--- src/rtl/cnt_pkg.sv ---
// Shared encodings and helpers for the bounded up/down counter.
package cnt_pkg;

  typedef enum logic {
    CNT_WRAP = 1'b0,
    CNT_SAT  = 1'b1
  } cnt_mode_e;

  localparam logic UP = 1'b0;
  localparam logic DN = 1'b1;

  function automatic logic [31:0] cnt_clamp(input logic [31:0] v,
                                            input logic [31:0] lo,
                                            input logic [31:0] hi);
    logic [31:0] r;
    if (v < lo) begin
      r = lo;
    end else if (v > hi) begin
      r = hi;
    end else begin
      r = v;
    end
    return r;
  endfunction

endpackage

--- src/rtl/cnt_next_calc.sv ---
// Combinational next-count and terminal-count computation; holds no state.
module cnt_next_calc
  import cnt_pkg::*;
#(
  parameter int    WIDTH  = 4,
  parameter longint MIN   = 0,
  parameter longint MAX   = (64'sd1 <<< WIDTH) - 64'sd1,
  parameter int    STEP_W = 2
) (
  input  logic [WIDTH-1:0]  cnt,
  input  logic              dir,
  input  logic              mode,
  input  logic [STEP_W-1:0] step,
  input  logic [WIDTH-1:0]  load_val,
  output logic [WIDTH-1:0]  next_cnt,
  output logic              next_tc,
  output logic [WIDTH-1:0]  load_cnt
);

  // Wide enough that cnt + step and MIN + step never overflow.
  localparam int AW = WIDTH + STEP_W + 1;
  localparam logic [AW-1:0] MIN_A   = AW'(MIN);
  localparam logic [AW-1:0] MAX_A   = AW'(MAX);
  localparam logic [AW-1:0] RANGE_A = AW'(MAX - MIN + 64'sd1);
  localparam logic [AW-1:0] ONE_A   = AW'(1'b1);

  logic [AW-1:0] c_s;
  logic [AW-1:0] s_s;
  logic [AW-1:0] sum_s;
  logic [AW-1:0] nxt_s;
  logic          tc_s;
  logic          sat_s;

  // Step arithmetic with wrap/saturate handling at both bounds.
  always_comb begin
    c_s   = AW'(cnt_clamp(32'(cnt), 32'(MIN), 32'(MAX)));
    s_s   = (step == {STEP_W{1'b0}}) ? ONE_A : AW'(step);
    sum_s = c_s + s_s;
    sat_s = (cnt_mode_e'(mode) == CNT_SAT);
    nxt_s = c_s;
    tc_s  = 1'b0;
    if (dir == UP) begin
      if (sum_s > MAX_A) begin
        if (sat_s) begin
          nxt_s = MAX_A;
          tc_s  = (c_s != MAX_A);
        end else begin
          nxt_s = MIN_A + ((sum_s - MAX_A - ONE_A) % RANGE_A);
          tc_s  = 1'b1;
        end
      end else begin
        nxt_s = sum_s;
        tc_s  = sat_s && (sum_s == MAX_A);
      end
    end else begin
      // c - s < MIN, tested without letting the subtraction go negative
      if (c_s < MIN_A + s_s) begin
        if (sat_s) begin
          nxt_s = MIN_A;
          tc_s  = (c_s != MIN_A);
        end else begin
          nxt_s = MAX_A - ((MIN_A + s_s - c_s - ONE_A) % RANGE_A);
          tc_s  = 1'b1;
        end
      end else begin
        nxt_s = c_s - s_s;
        tc_s  = sat_s && ((c_s - s_s) == MIN_A);
      end
    end
  end

  assign next_cnt = WIDTH'(nxt_s);
  assign next_tc  = tc_s;
  assign load_cnt = WIDTH'(cnt_clamp(32'(load_val), 32'(MIN), 32'(MAX)));

endmodule

--- src/rtl/cnt_updown_n.sv ---
// Bounded up/down counter with variable step, wrap/saturate modes and load.
module cnt_updown_n
  import cnt_pkg::*;
#(
  parameter int    WIDTH  = 4,
  parameter longint MIN   = 0,
  parameter longint MAX   = (64'sd1 <<< WIDTH) - 64'sd1,
  parameter int    STEP_W = 2
) (
  input  logic              clk,
  input  logic              rst_n,
  input  logic              en,
  input  logic              u_d,
  input  logic              mode,
  input  logic [STEP_W-1:0] step,
  input  logic              load,
  input  logic [WIDTH-1:0]  load_val,
  output logic [WIDTH-1:0]  cnt,
  output logic              dir,
  output logic              tc
);

  if (WIDTH < 2 || WIDTH > 32) begin : g_bad_width
    $error("cnt_updown_n: WIDTH must be in 2..32");
  end
  if (!(MIN < MAX)) begin : g_bad_bounds
    $error("cnt_updown_n: MIN must be less than MAX");
  end
  if (MIN < 64'sd0 || MAX > ((64'sd1 <<< WIDTH) - 64'sd1)) begin : g_bad_fit
    $error("cnt_updown_n: MIN/MAX must fit in WIDTH bits");
  end

  logic [WIDTH-1:0] cnt_r;
  logic             dir_r;
  logic             tc_r;
  logic [WIDTH-1:0] next_cnt_s;
  logic             next_tc_s;
  logic [WIDTH-1:0] load_cnt_s;

  cnt_next_calc #(
    .WIDTH  (WIDTH),
    .MIN    (MIN),
    .MAX    (MAX),
    .STEP_W (STEP_W)
  ) u_calc (
    .cnt      (cnt_r),
    .dir      (dir_r),
    .mode     (mode),
    .step     (step),
    .load_val (load_val),
    .next_cnt (next_cnt_s),
    .next_tc  (next_tc_s),
    .load_cnt (load_cnt_s)
  );

  // State update: load beats enable beats hold; direction always re-sampled.
  always_ff @(posedge clk or negedge rst_n) begin
    if (!rst_n) begin
      cnt_r <= WIDTH'(MIN);
      dir_r <= UP;
      tc_r  <= 1'b0;
    end else begin
      dir_r <= u_d;
      if (load) begin
        cnt_r <= load_cnt_s;
        tc_r  <= 1'b0;
      end else if (en) begin
        cnt_r <= next_cnt_s;
        tc_r  <= next_tc_s;
      end else begin
        tc_r  <= 1'b0;
      end
    end
  end

  assign cnt = cnt_r;
  assign dir = dir_r;
  assign tc  = tc_r;

endmodule

--- config.mk ---
export PLATFORM = sky130hd
export DESIGN_NAME = cnt_updown_n
export DESIGN_NICKNAME = d
export VERILOG_FILES = /design/src/rtl/cnt_pkg.sv /design/src/rtl/cnt_next_calc.sv /design/src/rtl/cnt_updown_n.sv
export SDC_FILE = /design/constraint.sdc
export NUM_CORES = 1
export LEC_CHECK = 0
export BUFFER_PORTS_ARGS = -buffer_cell sky130_fd_sc_hd__buf_4
export CAP_MARGIN = 0
export CORE_AREA = 2 2 39 41
export DETAILED_ROUTE_END_ITERATION = 10
export DIE_AREA = 0 0 41 43
export PLACE_DENSITY = 0.8
export SYNTH_ARGS = -nofsm -noshare
export SYNTH_HDL_FRONTEND = slang
export SYNTH_SLANG_ARGS = --single-unit
--- constraint.sdc ---
create_clock -name clk -period 6.65 [get_ports clk]
set_input_delay 0.665 -clock clk [delete_from_list [all_inputs] [get_ports clk]]
set_output_delay 0.665 -clock clk [all_outputs]
set_load 0.05 [all_outputs]
==> qor.yml <==
detail_route.first_pass.iterations: 4
path_class: "in -> reg"
ctsResizeCount: 0
num_io_pins: 18
worstPathArrival_ps: 2890
ir_drop_mv: 0.143
rsz0062_at_grt: "false"
leakage_nw: 0.334
drive_above_1_share_pct: 23.3
area_delta_synth_final_pct: 26.6
start_util_pct: 41.9
ys.flop_type: "dfrtp_1"
min_period_ps: 2730
row_count: 14
syn-num-nets: 89
fin_setup_tns_ps: 0
post_cts.repair.setup_buffers: 0
io_buffer_count: 17
routed_via_density: 5.84
routed_wl_um: 1310
crit_required_ps: 6810
max_freq_mhz: 367
n_antenna_cell: 0
die_y_um: 43
dp_slack_ps: 3690
die_x_um: 41
fin_nets: 107
synthTopCellsByCount: "inv_1, nand2_1, dfrtp_1, ha_1"
antenna_found_initial: 0
die_area_mm2: 0.00176
setup_viol: 0
gr-total-overflow: 0
outcome: "finished clean"
cts_max_level: 1
grt_pass1_vias: 540
cp-start-kind: "input pin"
clk_pin_slew_worst_paths_ps: 40
drcViolationCount: 0
worst_slack_ps: 3920
numCtsBuffers: 3
skew_ps: 3.58
cp_max_fo: 6
dp.cells: 99
yosysWarnings: 0
hold_viol: 0
grt_use_total_pct: 17.5
finalPower_mw: 0.150
power.density_mw_per_mm2: 205
cp-end-kind: "flip-flop"
holdBufCountCts: 0
maxCapViolations: 0
ys_seq_area_share_pct: 25.9
num_vias: 596
avgSynthCellArea_um2: 8.28
clk_path_buf_depth: 2
ys_ff_latch: 6
synth_area_leaders: "dfrtp_1, ha_1, fa_1, inv_1, nand2_1"
ys_types: 30
grt_pass1_wl_um: 2200
synth-edff-count: 0
netlist.area_leader.share_pct: 25.9
clkLatencyLatePin_ps: 240
netlist_area_um2: 579
grt_max_degree: 13
dp_hpwl_um: 1030
place_congestion: 0.800
post-route-util_pct: 53.0
cts_sinks: 6
maxSlewViolCount: 0
slew_headroom_pct: 71.9
hold_class: "in -> async"
ys_async_sr_fraction_pct: 100
cts_tree: "yes"
routedWlPerCell_um: 12.8
synthCells: 70
fin_cells: 102
yosysTopAreaCell: "dfrtp_1"
ant_nets: 0
coreArea_mm2: 0.00138
post-route-period-util_pct: 41.0
first_iter_violations: 14
cts-root-buf: "clkbuf_4"
tightestPinTransition_ps: 422
==> cells by family after synthesis <==
| family | Yosys count | share of synthesized area, % |
|---|---|---|
| AND/OR/NAND/NOR | 22 | 20.3 |
| flip-flops | 6 | 25.9 |
| buffers and inverters | 11 | 7.34 |
| XOR/XNOR | 3 | 4.54 |
| AO/OA/AOI/OAI | 21 | 24.2 |
| adder cells (fa/ha/maj) | 7 | 17.7 |
==> layout by cell type, fill, tap and decap left out, drive strengths merged <==
| cell | count |
|---|---|
| or4 | 1 |
| nor4b | 1 |
| a31oi | 2 |
| clkbuf | 3 |
| nor2 | 2 |
| buf | 17 |
| o221ai | 3 |
| nand3b | 1 |
| a311o | 1 |
| ha | 5 |
| nand2b | 2 |
| dfrtp | 6 |
| fa | 2 |
| nor2b | 1 |
| nand4 | 2 |
| o21ai | 5 |
| a2111o | 1 |
| nand3 | 3 |
| or3b | 1 |
| inv | 7 |
| a211oi | 1 |
| nor3 | 1 |
| o31ai | 1 |
| nand2 | 7 |
| a21oi | 3 |
| xnor2 | 1 |
| xor2 | 2 |
| o22ai | 4 |
==> sequential cells by signal (all words and copies together), names as in the netlist <==
signal and flops:
tc 1, dir 1, cnt 4
==> routing by layer <==
metal | share of wire [%] | up-vias | GRT usage [%] | wire length (um)
met2 | 51 | 28 | 28.7 | 666
li1 | - | 291 | - | -
met4 | 0.92 | 0 | 8.00 | 12
met1 | 43 | 275 | 22.9 | 558
met5 | 0 | - | 0 | 0
met3 | 5.5 | 2 | 0 | 72
==> power by group <==
| part | switching, mW | internal [mW] | leakage [nW] |
|---|---|---|---|
| logic | 0.0403 | 0.0284 | 0.247 |
| clock network | 0.0122 | 0.0203 | 0.0138 |
| registers | 0.00873 | 0.0402 | 0.0733 |
==> per-stage QoR <==
stage | hold slack (ps) | instance area (um^2)
global placement | 472 | 711
CTS | 213 | 733
detailed placement | 472 | 711
finish | 217 | 733
floorplan | 369 | 579
global route | 218 | 733
==> worst max-delay path: stages <==
cell	delay [ps]
buf_4	140
nand2b_1	110
ha_1	190
inv_1	70
a211oi_1	310
ha_1	320
or3b_1	360
a2111o_1	390
o221ai_1	70
o22ai_1	100
o21ai_1	150
==> cell type report <==
type                       instances  area (um^2)
clock buffer                       3         22.5
fill                             135          651
inverter                           7         26.3
multi-input combinational         53          387
sequential                         6          150
tap                               16         20.0
timing repair buffer              17          128
==> final timing paths <==
path	slack [ps]	end	from	cells past startpoint
setup / recovery	3920	cnt[3]	step[1]	11
hold / removal	220	cnt[2]	rst_n	1
setup reg to reg	4030	cnt[3]	cnt[1]	8
hold reg to reg	720	cnt[0]	cnt[0]	2
max in group asynchronous	6320	dir	rst_n	1
min in group clk	530	dir	u_d	1
(Power assumes the default switching activity.)
